### config.mk
export PLATFORM = sky130hd
export DESIGN_NAME = sar_conv_sequencer_flat
export DESIGN_NICKNAME = d
export VERILOG_FILES = /design/src/rtl/sar_ctrl_pkg.sv /design/src/rtl/sar_conv_sequencer_if.sv /design/src/rtl/sar_ctrl_timer.sv /design/src/rtl/sar_conv_sequencer.sv /design/src/flat_wrapper.sv
export SDC_FILE = /design/constraint.sdc
export NUM_CORES = 1
export LEC_CHECK = 0
export CORE_ASPECT_RATIO = 0.75
export CORE_MARGIN = 5
export CORE_UTILIZATION = 52
export CTS_CLUSTER_SIZE = 20
export DETAILED_ROUTE_END_ITERATION = 8
export GPL_TIMING_DRIVEN = 0
export PLACE_DENSITY_LB_ADDON = 0.15
export SYNTH_ARGS = -nofsm -noshare
export SYNTH_HDL_FRONTEND = slang
export SYNTH_SLANG_ARGS = --single-unit
### constraint.sdc
create_clock -name clk -period 2.01 [get_ports clk]
set_clock_uncertainty 0.1 [all_clocks]
set_input_delay 0.603 -clock clk [delete_from_list [all_inputs] [get_ports clk]]
set_output_delay 0.603 -clock clk [all_outputs]
set_load 0.02 [all_outputs]
### src/rtl/sar_ctrl_pkg.sv
// Shared definitions for the SAR ADC conversion sequencer.
//   - state_t      : FSM state encoding (3-bit)
//   - SAR_*        : default conversion parameters
//   - bit_idx_w()  : width of the bit-under-evaluation index
//   - timer_w()    : width of the shared down-counter
package sar_ctrl_pkg;

    typedef enum logic [2:0] {
        ST_IDLE   = 3'd0,
        ST_SAMPLE = 3'd1,
        ST_ARM    = 3'd2,
        ST_EVAL   = 3'd3,
        ST_DONE   = 3'd4
    } state_t;

    localparam int SAR_N_BITS        = 8;
    localparam int SAR_SAMPLE_CYCLES = 4;
    localparam int SAR_TIMEOUT       = 15;

    // Index width; a single-bit converter still needs a 1-bit index port.
    function automatic int bit_idx_w(input int n);
        return (n > 1) ? $clog2(n) : 1;
    endfunction

    // Counter must hold the larger of the two reload values (value-1),
    // one spare bit keeps the arithmetic simple.
    function automatic int timer_w(input int a, input int b);
        int m;
        m = (a > b) ? a : b;
        return $clog2(m) + 1;
    endfunction

endpackage

### src/rtl/sar_conv_sequencer_if.sv
// Signal bundle between the conversion sequencer and its environment
// (requester, comparator, SAR register block, result consumer).
//   slave  : the sequencer side (takes start/op/om/result_ready, drives the rest)
//   master : the environment side
interface sar_conv_if import sar_ctrl_pkg::*; #(
    parameter int N_BITS = SAR_N_BITS
);
    localparam int BW = bit_idx_w(N_BITS);

    logic              start;
    logic              op;
    logic              om;
    logic              result_ready;
    logic              busy;
    logic              sample;
    logic              sar_rst;
    logic              sar_en;
    logic              comp_clk;
    logic [BW-1:0]     bit_idx;
    logic [N_BITS-1:0] result;
    logic              result_valid;
    logic              timeout_err;

    modport slave (
        input  start, op, om, result_ready,
        output busy, sample, sar_rst, sar_en, comp_clk, bit_idx,
               result, result_valid, timeout_err
    );

    modport master (
        output start, op, om, result_ready,
        input  busy, sample, sar_rst, sar_en, comp_clk, bit_idx,
               result, result_valid, timeout_err
    );

endinterface

### src/rtl/sar_ctrl_timer.sv
// Loadable down-counter shared by the track-phase duration and the
// comparator-decision timeout.
// Ports:
//   clk, rst    clock, synchronous active-high reset
//   load_i      load value_i (has priority over dec_i)
//   value_i     reload value
//   dec_i       decrement by one; saturates at zero
//   zero_o      counter currently at zero
module sar_ctrl_timer #(
    parameter int W = 5
) (
    input  logic         clk,
    input  logic         rst,
    input  logic         load_i,
    input  logic [W-1:0] value_i,
    input  logic         dec_i,
    output logic         zero_o
);

    logic [W-1:0] cnt_q, cnt_d;

    always_comb begin
        cnt_d = cnt_q;
        if (load_i) begin
            cnt_d = value_i;
        end else if (dec_i && (cnt_q != '0)) begin
            cnt_d = cnt_q - W'(1);
        end
    end

    always_ff @(posedge clk) begin
        if (rst) begin
            cnt_q <= '0;
        end else begin
            cnt_q <= cnt_d;
        end
    end

    assign zero_o = (cnt_q == '0);

endmodule

### src/rtl/sar_conv_sequencer.sv
// Conversion controller for the SAR ADC: tracks the input, clears the SAR
// register block, strobes the comparator once per bit, packs the decisions
// and offers the word on a valid/ready handshake.
// Ports:
//   clk, rst            clock, synchronous active-high reset
//   bus (slave)         start/op/om/result_ready in;
//                       busy/sample/sar_rst/sar_en/comp_clk/bit_idx/
//                       result/result_valid/timeout_err out
// All outputs are decoded from registered state/counters (Moore).
module sar_conv_sequencer import sar_ctrl_pkg::*; #(
    parameter int N_BITS        = SAR_N_BITS,
    parameter int SAMPLE_CYCLES = SAR_SAMPLE_CYCLES,
    parameter int TIMEOUT       = SAR_TIMEOUT
) (
    input  logic       clk,
    input  logic       rst,
    sar_conv_if.slave  bus
);

    localparam int BW = bit_idx_w(N_BITS);
    localparam int CW = BW + 1;
    localparam int TW = timer_w(SAMPLE_CYCLES, TIMEOUT);

    state_t            state_q, state_d;
    logic [CW-1:0]     bit_cnt_q, bit_cnt_d;
    logic [N_BITS-1:0] result_q, result_d;
    logic              tout_q, tout_d;

    logic              tmr_load;
    logic              tmr_dec;
    logic              tmr_zero;
    logic [TW-1:0]     tmr_val;

    logic              resolved;
    logic              last_bit;

    // A comparator decision is only trusted when the two outputs disagree.
    assign resolved = bus.op ^ bus.om;
    assign last_bit = (bit_cnt_q == CW'(N_BITS - 1));

    sar_ctrl_timer #(
        .W (TW)
    ) u_timer (
        .clk     (clk),
        .rst     (rst),
        .load_i  (tmr_load),
        .value_i (tmr_val),
        .dec_i   (tmr_dec),
        .zero_o  (tmr_zero)
    );

    // State register
    always_ff @(posedge clk) begin
        if (rst) begin
            state_q <= ST_IDLE;
        end else begin
            state_q <= state_d;
        end
    end

    // Next-state and timer control
    always_comb begin
        state_d  = state_q;
        tmr_load = 1'b0;
        tmr_val  = '0;
        tmr_dec  = 1'b0;
        case (state_q)
            ST_IDLE: begin
                if (bus.start) begin
                    state_d  = ST_SAMPLE;
                    tmr_load = 1'b1;
                    tmr_val  = TW'(SAMPLE_CYCLES - 1);
                end
            end
            ST_SAMPLE: begin
                if (tmr_zero) begin
                    state_d = ST_ARM;
                end else begin
                    tmr_dec = 1'b1;
                end
            end
            ST_ARM: begin
                state_d  = ST_EVAL;
                tmr_load = 1'b1;
                tmr_val  = TW'(TIMEOUT - 1);
            end
            ST_EVAL: begin
                if (resolved) begin
                    state_d = last_bit ? ST_DONE : ST_ARM;
                end else if (tmr_zero) begin
                    state_d = ST_DONE;
                end else begin
                    tmr_dec = 1'b1;
                end
            end
            ST_DONE: begin
                if (bus.result_ready) begin
                    state_d = ST_IDLE;
                end
            end
            default: state_d = ST_IDLE;
        endcase
    end

    // Result packing, bit counter and timeout flag
    always_comb begin
        bit_cnt_d = bit_cnt_q;
        result_d  = result_q;
        tout_d    = tout_q;
        case (state_q)
            ST_IDLE: begin
                if (bus.start) begin
                    bit_cnt_d = '0;
                    result_d  = '0;
                    tout_d    = 1'b0;
                end
            end
            ST_EVAL: begin
                if (resolved) begin
                    result_d[bit_cnt_q[BW-1:0]] = bus.op;
                    // Index stays on the final bit so it never wraps.
                    if (!last_bit) begin
                        bit_cnt_d = bit_cnt_q + CW'(1);
                    end
                end else if (tmr_zero) begin
                    tout_d = 1'b1;
                end
            end
            default: ;
        endcase
    end

    always_ff @(posedge clk) begin
        if (rst) begin
            bit_cnt_q <= '0;
            result_q  <= '0;
            tout_q    <= 1'b0;
        end else begin
            bit_cnt_q <= bit_cnt_d;
            result_q  <= result_d;
            tout_q    <= tout_d;
        end
    end

    // Output decode
    always_comb begin
        bus.busy         = (state_q != ST_IDLE);
        bus.sample       = (state_q == ST_SAMPLE);
        bus.sar_rst      = (state_q == ST_SAMPLE);
        // Enable/strobe drop in ARM so each bit gets exactly one capture.
        bus.sar_en       = (state_q == ST_EVAL);
        bus.comp_clk     = (state_q == ST_EVAL);
        bus.result_valid = (state_q == ST_DONE);
        bus.bit_idx      = bit_cnt_q[BW-1:0];
        bus.result       = result_q;
        bus.timeout_err  = tout_q;
    end

endmodule

### src/flat_wrapper.sv
// flat-port wrapper written by rule: the top's interface ports become plain ports
module sar_conv_sequencer_flat import sar_ctrl_pkg::*;
#(
    parameter int N_BITS        = SAR_N_BITS,
    parameter int SAMPLE_CYCLES = SAR_SAMPLE_CYCLES,
    parameter int TIMEOUT       = SAR_TIMEOUT
)
  (clk, rst, bus_start, bus_op, bus_om, bus_result_ready, bus_busy, bus_sample, bus_sar_rst, bus_sar_en, bus_comp_clk, bus_bit_idx, bus_result, bus_result_valid, bus_timeout_err);
  sar_conv_if #(.N_BITS(N_BITS)) bus_i ();
  input  logic clk;
  input  logic rst;
  input wire logic [$bits(bus_i.start)-1:0] bus_start;
  input wire logic [$bits(bus_i.op)-1:0] bus_op;
  input wire logic [$bits(bus_i.om)-1:0] bus_om;
  input wire logic [$bits(bus_i.result_ready)-1:0] bus_result_ready;
  output wire logic [$bits(bus_i.busy)-1:0] bus_busy;
  output wire logic [$bits(bus_i.sample)-1:0] bus_sample;
  output wire logic [$bits(bus_i.sar_rst)-1:0] bus_sar_rst;
  output wire logic [$bits(bus_i.sar_en)-1:0] bus_sar_en;
  output wire logic [$bits(bus_i.comp_clk)-1:0] bus_comp_clk;
  output wire logic [$bits(bus_i.bit_idx)-1:0] bus_bit_idx;
  output wire logic [$bits(bus_i.result)-1:0] bus_result;
  output wire logic [$bits(bus_i.result_valid)-1:0] bus_result_valid;
  output wire logic [$bits(bus_i.timeout_err)-1:0] bus_timeout_err;
  assign bus_i.start = bus_start;
  assign bus_i.op = bus_op;
  assign bus_i.om = bus_om;
  assign bus_i.result_ready = bus_result_ready;
  assign bus_busy = bus_i.busy;
  assign bus_sample = bus_i.sample;
  assign bus_sar_rst = bus_i.sar_rst;
  assign bus_sar_en = bus_i.sar_en;
  assign bus_comp_clk = bus_i.comp_clk;
  assign bus_bit_idx = bus_i.bit_idx;
  assign bus_result = bus_i.result;
  assign bus_result_valid = bus_i.result_valid;
  assign bus_timeout_err = bus_i.timeout_err;
  sar_conv_sequencer #(.N_BITS(N_BITS), .SAMPLE_CYCLES(SAMPLE_CYCLES), .TIMEOUT(TIMEOUT)) u_core (.clk(clk), .rst(rst), .bus(bus_i));
endmodule
==> results of run 1 <==
worst register-to-register path, delay by kind of cell (launching register included):
kind / cells / cell delay, ns
AND/OR/NAND/NOR: 1 / 0.48
buffers and inverters: 1 / 0.07
AO/OA/AOI/OAI: 3 / 0.58
adder cells (fa/ha/maj): 1 / 0.21
flip-flops: 1 / 0.36
flip-flops by register name (all words and copies together) (netlist names):
signal / count
u_core.bit_cnt_q: 4
u_core.bus.result: 8
u_core.state_q: 3
u_core.u_timer.cnt_q: 5
u_core.bus.timeout_err: 1
metrics by stage:
stage          setup slack (ns)  cell area [um2]  total power, mW  cells  setup TNS, ns
2_1_floorplan             0.115             1330            0.955    149              0
3_3_place_gp             -0.330             1600             1.10    206          -6.34
3_5_place_dp             -0.342             1600             1.12    206          -6.85
4_1_cts                 -0.0372             1690             1.38    215        -0.0372
5_1_grt                 -0.0527             1830             1.55    223        -0.0720
6_report                -0.0324             1830             1.48    223        -0.0324
cells in the final DEF (no fill, tap or decap), types with 2 or more instances in the layout:
| master | count |
|---|---|
| buf_6 | 7 |
| dfxtp_2 | 2 |
| a211oi_1 | 8 |
| a31o_1 | 4 |
| nand3_1 | 3 |
| dfxtp_4 | 3 |
| nor2b_1 | 3 |
| clkbuf_4 | 3 |
| dlymetal6s2s_1 | 10 |
| nor2_2 | 2 |
| nand2b_1 | 4 |
| nor2_4 | 2 |
| buf_2 | 4 |
| nor2_1 | 12 |
| o21ai_0 | 3 |
| dlygate4sd2_1 | 4 |
| inv_1 | 6 |
| clkdlybuf4s50_1 | 3 |
| o32ai_2 | 2 |
| ha_1 | 2 |
| dfxtp_1 | 16 |
| mux2i_1 | 2 |
| a21oi_1 | 11 |
| clkbuf_1 | 2 |
| nor3b_1 | 2 |
| buf_4 | 18 |
| nor3_1 | 7 |
| a31o_2 | 2 |
| a31oi_1 | 7 |
| nand2_1 | 2 |
power by group through the flow:
stage / registers, mW / logic [mW] / clock network, mW
CTS: 0.520 / 0.644 / 0.218
global route: 0.527 / 0.791 / 0.232
global placement: 0.518 / 0.578 / 0
detailed placement: 0.522 / 0.595 / 0
floorplan: 0.510 / 0.445 / 0
finish: 0.523 / 0.743 / 0.211
layer usage:
metal / track usage / routed length (um) / up-vias
met1: 0.282 / 1800 / 685
met5: 0 / 0 / -
met2: 0.336 / 1920 / 71
met4: 0.0627 / 65 / 0
li1: - / - / 638
met3: 0.0459 / 232 / 14
final timing paths:
kind | start | end | slack [ns]
worst max register to register | u_core.u_timer.cnt_q[0]$_SDFFE_PP0P_ | u_core.u_timer.cnt_q[2]$_SDFFE_PP0P_ | 0.12
worst min-delay path | u_core.bus.timeout_err$_SDFFE_PP0P_ | u_core.bus.timeout_err$_SDFFE_PP0P_ | 0.39
worst max-delay path | u_core.state_q[1]$_SDFFE_PP0P_ | bus_busy | -0.03
worst min register to register | u_core.bus.timeout_err$_SDFFE_PP0P_ | u_core.bus.timeout_err$_SDFFE_PP0P_ | 0.39
layout make-up:
class / count / area [um2] / share of cell area
clock buffers: 3 / 22.5 / 0.0123
plain buffers: 13 / 100 / 0.0548
inverters: 7 / 30.0 / 0.0164
well taps: 34 / 42.5 / 0.0233
multi-input cells: 109 / 861 / 0.471
flip-flops and latches: 21 / 434 / 0.238
clock inverters: 1 / 5.00 / 0.00274
repair buffers: 35 / 332 / 0.182
logic make-up (layout without fill, tap and decap cells):
logic type / after synthesis / after routing / synth area share
AO/OA/AOI/OAI: 50 / 50 / 0.288
XOR/XNOR: 2 / 3 / 0.0189
adder cells (fa/ha/maj): 2 / 2 / 0.0188
buffers and inverters: 20 / 59 / 0.0858
flip-flops: 21 / 21 / 0.317
multiplexers: 2 / 2 / 0.0151
AND/OR/NAND/NOR: 52 / 52 / 0.256
timing repair:
action	4_1_cts	5_1_grt
cloned	0	1
gates resized for setup	44	21
setup endpoints to repair	10	28
setup buffers	5	7
pin swaps	0	3
==> results.ini, run 1 <==
[power]
pwr-share-clk = 0.143
peakVddDrop_v = 0.000616
p_leak_nw = 0.851
p_sw_uw = 599
p_per_area_nw_per_um2 = 808
p_sw_frac = 0.406
seqPwrFrac = 0.354
internal_power_uw = 877
power_frac_comb = 0.503

[sta]
slew_violations = 0
timing_hold_violations_final = 0
finalSetupViolations = 1
worst_slew_pin_slew_ns = 0.595
min_period_ns = 2.04
fin_ws_ns = -0.0324
hold_ws_ns = 0.387
fin_crit_sh = 1.02
fmax_ghz = 0.490
grt_setup_unrepaired = yes
slew_headroom = 0.603

[die]
design.core.area_um2 = 2360
die_h_um = 53.8
dieArea_um2 = 3670
die_w_um = 68.3
start_util = 0.561
num_io_pins = 24
num_rows = 15

[grt]
grt_pass1_vias = 1209
grt_overflow = 0
antenna_found_initial = 0
grt_pass1_wl_um = 5730
track_usage = 0.209
grt_start_max_net_pins = 13

[detailed_routing]
via_per_inst = 6.31
ant_nets = 0
vias = 1408
drt-initial-drc-count = 151
drt_pass1_iterations = 7
routed_wl_um = 4020
drc_errors = 0
routedWlPerCell_um = 18.0

[yosys]
yosys.cell_count.top_type = dfxtp_1
synth.largest_area_cell = dfxtp_1
ys_top_cells_by_count = dfxtp_1 (21), nor2_1 (14), a21oi_1 (11), a211oi_1 (8)
synth.yosys.seq_area_share = 0.317
postSynthAreaPerCell_um2 = 8.91
synth_edf_count = 0
netlist.area_leader.share = 0.317
syn_nets = 157
ys_types = 50
synth_async_sr_flop_share = 0
netlist_area_um2 = 1330
yosys-top-cells-area = dfxtp_1 (32%), a211oi_1 (4.5%), a21oi_1 (4.1%), nor2_1 (4.0%), a31oi_1 (3.3%)
syn_inst = 149
synth_top_flop_cell = dfxtp_1
synth-seq-cells = 21
yosysWarnings = 0

[setup_path]
slowest_stage = dfxtp_4
criticalPathCategory = reg2out
critical_path_arrival_ns = 1.34
cp_cell_sequence = buf_6, or3_4, buf_6
cp_max_fo = 5
cp.required_ns = 1.31
path_buf_inv = 2
worst_setup_path_start_kind = register
crit_family = flip-flops
slowest_delay_ns = 0.39
reg2reg_depth = 6
cp.depth = 3
end_kind = output pin
worst_path_most_repeated_cell = buf_6

[placement]
dp_hpwl_um = 2460
port_buffers = 23
place_congestion = 0.824

[clock_tree]
cts_buffer_depth = 2
cts_buffers = 3
cts_tree = built
ctsRootBufferMaster = clkbuf_4
hold_buffers = 0
clock_latency_ns = 0.31
clk_pin_slew_ns = 0.13
cts_sinks = 21
h-tree-depth = 1

[min_path]
whs_path_depth = 2
holdCritPathClass = reg2reg

[job]
cap_violations = 0

[finish]
fill_cells = 172
fin_util = 0.772
areaGrowthSynthToFinish_pct = 37.6
finalNetCount = 198
antenna_cells = 0
drive_gt1_frac = 0.333

[outcome]
violations = setup timing
status = finished with violations

Power figures use the tool's default switching activity.
==> inputs of run 2 (changes only) <==
--- a/config.mk
+++ b/config.mk
@@ -10,8 +10,8 @@
 export CORE_UTILIZATION = 52
 export CTS_CLUSTER_SIZE = 20
 export DETAILED_ROUTE_END_ITERATION = 8
-export GPL_TIMING_DRIVEN = 0
 export PLACE_DENSITY_LB_ADDON = 0.15
 export SYNTH_ARGS = -nofsm -noshare
 export SYNTH_HDL_FRONTEND = slang
 export SYNTH_SLANG_ARGS = --single-unit
+export TNS_END_PERCENT = 1
==> run 2 against run 1 <==
Compared with the run above: the flow still finishes with violations (setup timing); largest cell class unchanged; die area did not move; largest power group unchanged; sequential cell count did not move; highest routed layer unchanged; first-iteration DRC count fell by 13%; count of clock-buffer cells in the layout did not move; critical path type is now in2reg.
==> results.ini, run 2 (synthesis gave the netlist of run 1 again) <==
[outcome]
status = finished with violations
violations = setup timing

[die]
start_util = 0.561  ; unchanged
num_rows = 15  ; unchanged
design.core.area_um2 = 2360  ; unchanged
die_w_um = 68.3  ; unchanged
die_h_um = 53.8  ; unchanged
num_io_pins = 24  ; unchanged
dieArea_um2 = 3670  ; unchanged

[sta]
grt_setup_unrepaired = yes
fmax_ghz = 0.492  ; +0.58%
hold_ws_ns = 0.387  ; +0.000229 ns
timing_hold_violations_final = 0  ; unchanged
worst_slew_pin_slew_ns = 0.449  ; -0.146 ns
min_period_ns = 2.03  ; -0.0117 ns
totalNegativeSetupSlack_ns = -0.0207  ; +0.0117 ns
slew_headroom = 0.699  ; +0.0958
fin_crit_sh = 1.01  ; -0.00583
slew_violations = 0  ; unchanged
finalSetupViolations = 1  ; unchanged
fin_ws_ns = -0.0207  ; +0.0117 ns

[power]
p_per_area_nw_per_um2 = 780  ; -3.5%
power_frac_comb = 0.462  ; -0.041
peakVddDrop_v = 0.000563  ; -8.7%
totalPowerFinal_mw = 1.34  ; -9.0%
p_leak_nw = 0.839  ; -1.4%
pwr-share-clk = 0.157  ; +0.014
p_sw_frac = 0.397  ; -0.00900
internal_power_uw = 810  ; -7.6%
seqPwrFrac = 0.380  ; +0.026
p_sw_uw = 533  ; -11%

[finish]
antenna_cells = 0  ; unchanged
final_cell_count_no_fill = 219  ; -1.8%
multi_input_area_um2 = 805  ; -6.5%
fin_util = 0.729  ; -0.0439
fill_cells = 199  ; +16%
most-common-layout-cells = buf_4 (22), dfxtp_1 (18), nor2_1 (14)
seq_area_um2 = 424  ; -2.3%
finalNetCount = 194  ; -2.0%
final_area_um2 = 1720  ; -5.7%
areaGrowthSynthToFinish_pct = 29.8
largest_reg_flops = 8  ; unchanged
layout_commonest_cell = buf_4
drive_gt1_frac = 0.276  ; -0.0577

[setup_path]
cp.required_ns = 2.14  ; +0.83 ns
worst_setup_path_start_kind = input pin
criticalPathCategory = in2reg
end_kind = register
slowest_stage = clkdlybuf4s50_1
cp_cell_sequence = clkdlybuf4s50_1, xor2_4, a211oi_2, nor2_2, o32ai_2
critical_path_arrival_ns = 2.16  ; +0.82 ns
cp_max_fo = 9  ; +4
crit_family = compound AO/OA/AOI/OAI gates
path_buf_inv = 1  ; -1
slowest_delay_ns = 0.52  ; +0.13 ns

[grt]
grt_overflow = 0  ; unchanged
antenna_found_initial = 0  ; unchanged
grt_start_max_net_pins = 14  ; +1
grt_pass1_wl_um = 5460  ; -4.8%
track_usage = 0.201  ; -0.00831
grt_pass1_vias = 1203  ; -0.50%

[detailed_routing]
drc_errors = 0  ; unchanged
drt-initial-drc-count = 132  ; -13%
via_per_inst = 5.94  ; -6.0%
routedWlPerCell_um = 15.8  ; -12%
drt_pass1_iterations = 4  ; -3
ant_nets = 0  ; unchanged
routed_wl_um = 3460  ; -14%
vias = 1300  ; -7.7%

[clock_tree]
cts_buffer_depth = 2  ; unchanged
post-cts-setup-buffers = 0  ; -5
clock_latency_ns = 0.32  ; about the same
cts_buffers = 3  ; unchanged
ctsRootBufferMaster = clkbuf_4
cts_tree = built
clk_pin_slew_ns = 0.12  ; about the same
h-tree-depth = 1  ; unchanged
cts_sinks = 21  ; unchanged

[placement]
place_congestion = 0.877  ; +6.5%
placed_cell_area_um2 = 1680  ; +4.8%
port_buffers = 23  ; unchanged
pre_cts_ws_ns = -0.333  ; +0.00913 ns
dp_hpwl_um = 2540  ; +3.6%
dp_cells = 215  ; +4.4%

[min_path]
holdCritPathClass = reg2reg

[job]
cap_violations = 0  ; unchanged

## run 2: changes by cell type in the layout (fill, tap and decap cells not counted), sizes merged
cell / before / now
inv: 6 / 7
xor2: 2 / 1
buf: 29 / 23
dlygate4sd2: 4 / 2
clkdlybuf4s15: 0 / 2
clkbuf: 5 / 6
clkdlybuf4s50: 3 / 5
clkinvlp: 1 / 0
## run 2: worst register-to-register path, stage by stage (launching register included)
cell	delay [ns]
dfxtp_1	0.40
inv_1	0.06
ha_1	0.23
nor4b_4	0.17
a211oi_2	0.37
nor2_2	0.10
o32ai_2	0.26
## run 2: final timing paths
kind                                   startpoint                                    to  slack [ns]  cells past startpoint
max reg2reg  u_core.u_timer.cnt_q[0]$_SDFFE_PP0P_  u_core.u_timer.cnt_q[3]$_SDFFE_PP0P_        0.24                      6
min reg2reg   u_core.bus.timeout_err$_SDFFE_PP0P_   u_core.bus.timeout_err$_SDFFE_PP0P_        0.39                      2
max                                        bus_om  u_core.u_timer.cnt_q[3]$_SDFFE_PP0P_       -0.02                      5
min           u_core.bus.timeout_err$_SDFFE_PP0P_   u_core.bus.timeout_err$_SDFFE_PP0P_        0.39                      2
## run 2: final cells by class
cell class              count  area share
clock buffers               3      0.0131
clock inverters             1     0.00290
inverters                   7      0.0153
multi-input cells         108       0.467
flip-flops and latches     21       0.246
well taps                  34      0.0247
repair buffers             45       0.231
## run 2: routing by layer
metal,share of wire,GRT usage,up-vias,routed length (um)
met4,0.023,0.0759,0,78
met2,0.46,0.325,55,1570
met1,0.45,0.257,613,1560
met3,0.071,0.0543,10,247
met5,0,0,-,0
li1,-,-,622,-
## run 2: timing repair
action,CTS,global route
pin swaps,0,0
resized for setup,14,19
hold buffers,0,0
endpoints found under the setup margin,8,29
## run 2: power by group through the flow
stage | clock (mW) | combinational (mW) | sequential [mW]
after floorplan | 0 | 0.445 | 0.510
after global placement | 0 | 0.611 | 0.516
after detailed placement | 0 | 0.631 | 0.517
after CTS | 0.215 | 0.614 | 0.510
after global routing | 0.235 | 0.671 | 0.518
final | 0.211 | 0.621 | 0.511
==> inputs of run 3 (changes only) <==
--- a/config.mk
+++ b/config.mk
@@ -6,11 +6,10 @@
 export NUM_CORES = 1
 export LEC_CHECK = 0
 export CORE_ASPECT_RATIO = 0.75
-export CORE_MARGIN = 5
 export CORE_UTILIZATION = 52
 export CTS_CLUSTER_SIZE = 20
 export DETAILED_ROUTE_END_ITERATION = 8
-export PLACE_DENSITY_LB_ADDON = 0.15
+export PLACE_DENSITY = 0.79
 export SYNTH_ARGS = -nofsm -noshare
 export SYNTH_HDL_FRONTEND = slang
 export SYNTH_SLANG_ARGS = --single-unit
==> run 3 against run 2 <==
Compared with the run above: worst hold slack worse by 0.0028 ns; maximum frequency grew 2.5%; the flow now finishes without violations; routed wire length decreased by 11%; non-clock buffer count unchanged; first-iteration DRC count decreased by 3.8%; global-route usage is 4.4 points higher; critical path type unchanged; largest power group unchanged; register-to-register slack about the same; total power decreased by 0.85%; cell count did not move; sequential power grew 1%.
==> results.ini, run 3 (synthesis gave the netlist of run 1 again) <==
[die]
die_h_um = 45.8  ; -15%
start_util = 0.561  ; unchanged
num_io_pins = 24  ; unchanged
die_w_um = 60.3  ; -12%
design.core.area_um2 = 2360  ; unchanged
dieArea_um2 = 2760  ; -25%
num_rows = 15  ; unchanged

[setup_path]
cp_max_fo = 7  ; -2
cp_cell_sequence = clkdlybuf4s50_1, xor2_2, a211oi_2, nor2_2, o32ai_2
reg2reg_from = u_core.u_timer.cnt_q[0]$_SDFFE_PP0P_
worst_setup_path_start_kind = input pin
startpoint = bus_om
slowest_stage = clkdlybuf4s50_1
end_kind = register
cp.required_ns = 2.14  ; about the same
criticalPathCategory = in2reg
critical_path_arrival_ns = 2.11  ; -0.05 ns
slowest_delay_ns = 0.47  ; -0.05 ns

[detailed_routing]
drc_errors = 0  ; unchanged
vias = 1275  ; -1.9%
drt_pass1_iterations = 4  ; unchanged
routed_wl_um = 3070  ; -11%
routedWlPerCell_um = 14.0  ; -11%
ant_nets = 0  ; unchanged
drt-initial-drc-count = 127  ; -3.8%
via_per_inst = 5.82  ; -1.9%

[clock_tree]
cts_buffers = 3  ; unchanged
ctsRootBufferMaster = clkbuf_4
clk_pin_slew_ns = 0.12  ; about the same
hold_buffers = 0  ; unchanged
cts_sinks = 21  ; unchanged
post-cts-setup-buffers = 0  ; unchanged
clock_latency_ns = 0.31  ; about the same
post_cts_resize_count = 11  ; -3
cts_buffer_depth = 2  ; unchanged
h-tree-depth = 1  ; unchanged
cts_tree = built

[sta]
slew_violations = 0  ; unchanged
timing_hold_violations_final = 0  ; unchanged
fin_crit_sh = 0.985  ; -0.0251
min_period_ns = 1.98  ; -0.0504 ns
fmax_ghz = 0.505  ; +2.5%
slew_headroom = 0.723  ; +0.0239
totalNegativeSetupSlack_ns = 0  ; +0.0207 ns
worst_slew_pin_slew_ns = 0.405  ; -0.0445 ns
grt_setup_unrepaired = yes
finalSetupViolations = 0  ; -1

[job]
cap_violations = 0  ; unchanged

[finish]
largest_reg_flops = 8  ; unchanged
antenna_cells = 0  ; unchanged
areaGrowthSynthToFinish_pct = 29.4
drive_gt1_frac = 0.265  ; -0.0108
finalNetCount = 194  ; unchanged
most-common-layout-cells = buf_4 (22), dfxtp_1 (19), nor2_1 (14)
layout_commonest_cell = buf_4

[placement]
place_congestion = 0.824  ; -6.1%
dp_hpwl_um = 2290  ; -9.9%
port_buffers = 23  ; unchanged

[outcome]
status = finished, final reports clean

[grt]
antenna_found_initial = 0  ; unchanged
grt_pass1_wl_um = 5020  ; -8.0%
track_usage = 0.245  ; +0.0440
grt_overflow = 0  ; unchanged
grt_start_max_net_pins = 14  ; unchanged
grt_pass1_vias = 1115  ; -7.3%

[min_path]
holdCritPathClass = reg2reg
min_from = u_core.bus.timeout_err$_SDFFE_PP0P_

[power]
p_leak_nw = 0.832  ; -0.84%
totalPowerFinal_mw = 1.33  ; -0.85%
peakVddDrop_v = 0.000392  ; -30%
p_per_area_nw_per_um2 = 775  ; -0.56%

[run 3: through the flow]
stage | instances | worst slack (ns) | hold slack [ns] | util | cell area (um2)
detailed placement | 215 | -0.278 | 0.378 | 0.710 | 1680
floorplan | 149 | 0.115 | 0.361 | - | 1330
finish | 219 | 0.0296 | 0.384 | 0.726 | 1720
CTS | 219 | -0.0122 | 0.396 | 0.721 | 1700
global placement | 215 | -0.215 | 0.353 | 0.710 | 1680
global route | 219 | -0.0760 | 0.406 | 0.726 | 1720
[run 3: metal layers]
metal	share of wire	track usage
met2	0.45	0.391
met5	0	0
met3	0.066	0.0653
met4	0.0013	0.0233
met1	0.48	0.343
[run 3: worst max-delay path, delay by kind of cell]
kind                      cells  cell delay, ns
and+or+nand+nor               1            0.12
AOI/OAI and AO/OA             2            0.67
buffers and inverters         1            0.47
xor gates and xnor gates      1            0.25
[run 3: cell type report]
type | instances | area (um2)
Clock buffer | 3 | 22.5
Timing Repair Buffer | 45 | 403
Clock inverter | 1 | 5.00
Multi-Input combinational cell | 108 | 793
Sequential cell | 21 | 425
Fill cell | 190 | 647
Tap cell | 34 | 42.5
Inverter | 7 | 26.3
[run 3: power breakdown]
| part | internal (mW) | switching [mW] |
|---|---|---|
| Clock | 0.0743 | 0.137 |
| Combinational | 0.275 | 0.330 |
| Sequential | 0.460 | 0.0563 |
| Total | 0.810 | 0.523 |
[run 3: path summary, 6_finish.rpt]
kind                                          end  slack, ns  cells past startpoint
max          u_core.u_timer.cnt_q[3]$_SDFFE_PP0P_       0.03                      5
max reg2reg  u_core.u_timer.cnt_q[3]$_SDFFE_PP0P_       0.24                      6
min           u_core.bus.timeout_err$_SDFFE_PP0P_       0.38                      2
min reg2reg   u_core.bus.timeout_err$_SDFFE_PP0P_       0.38                      2
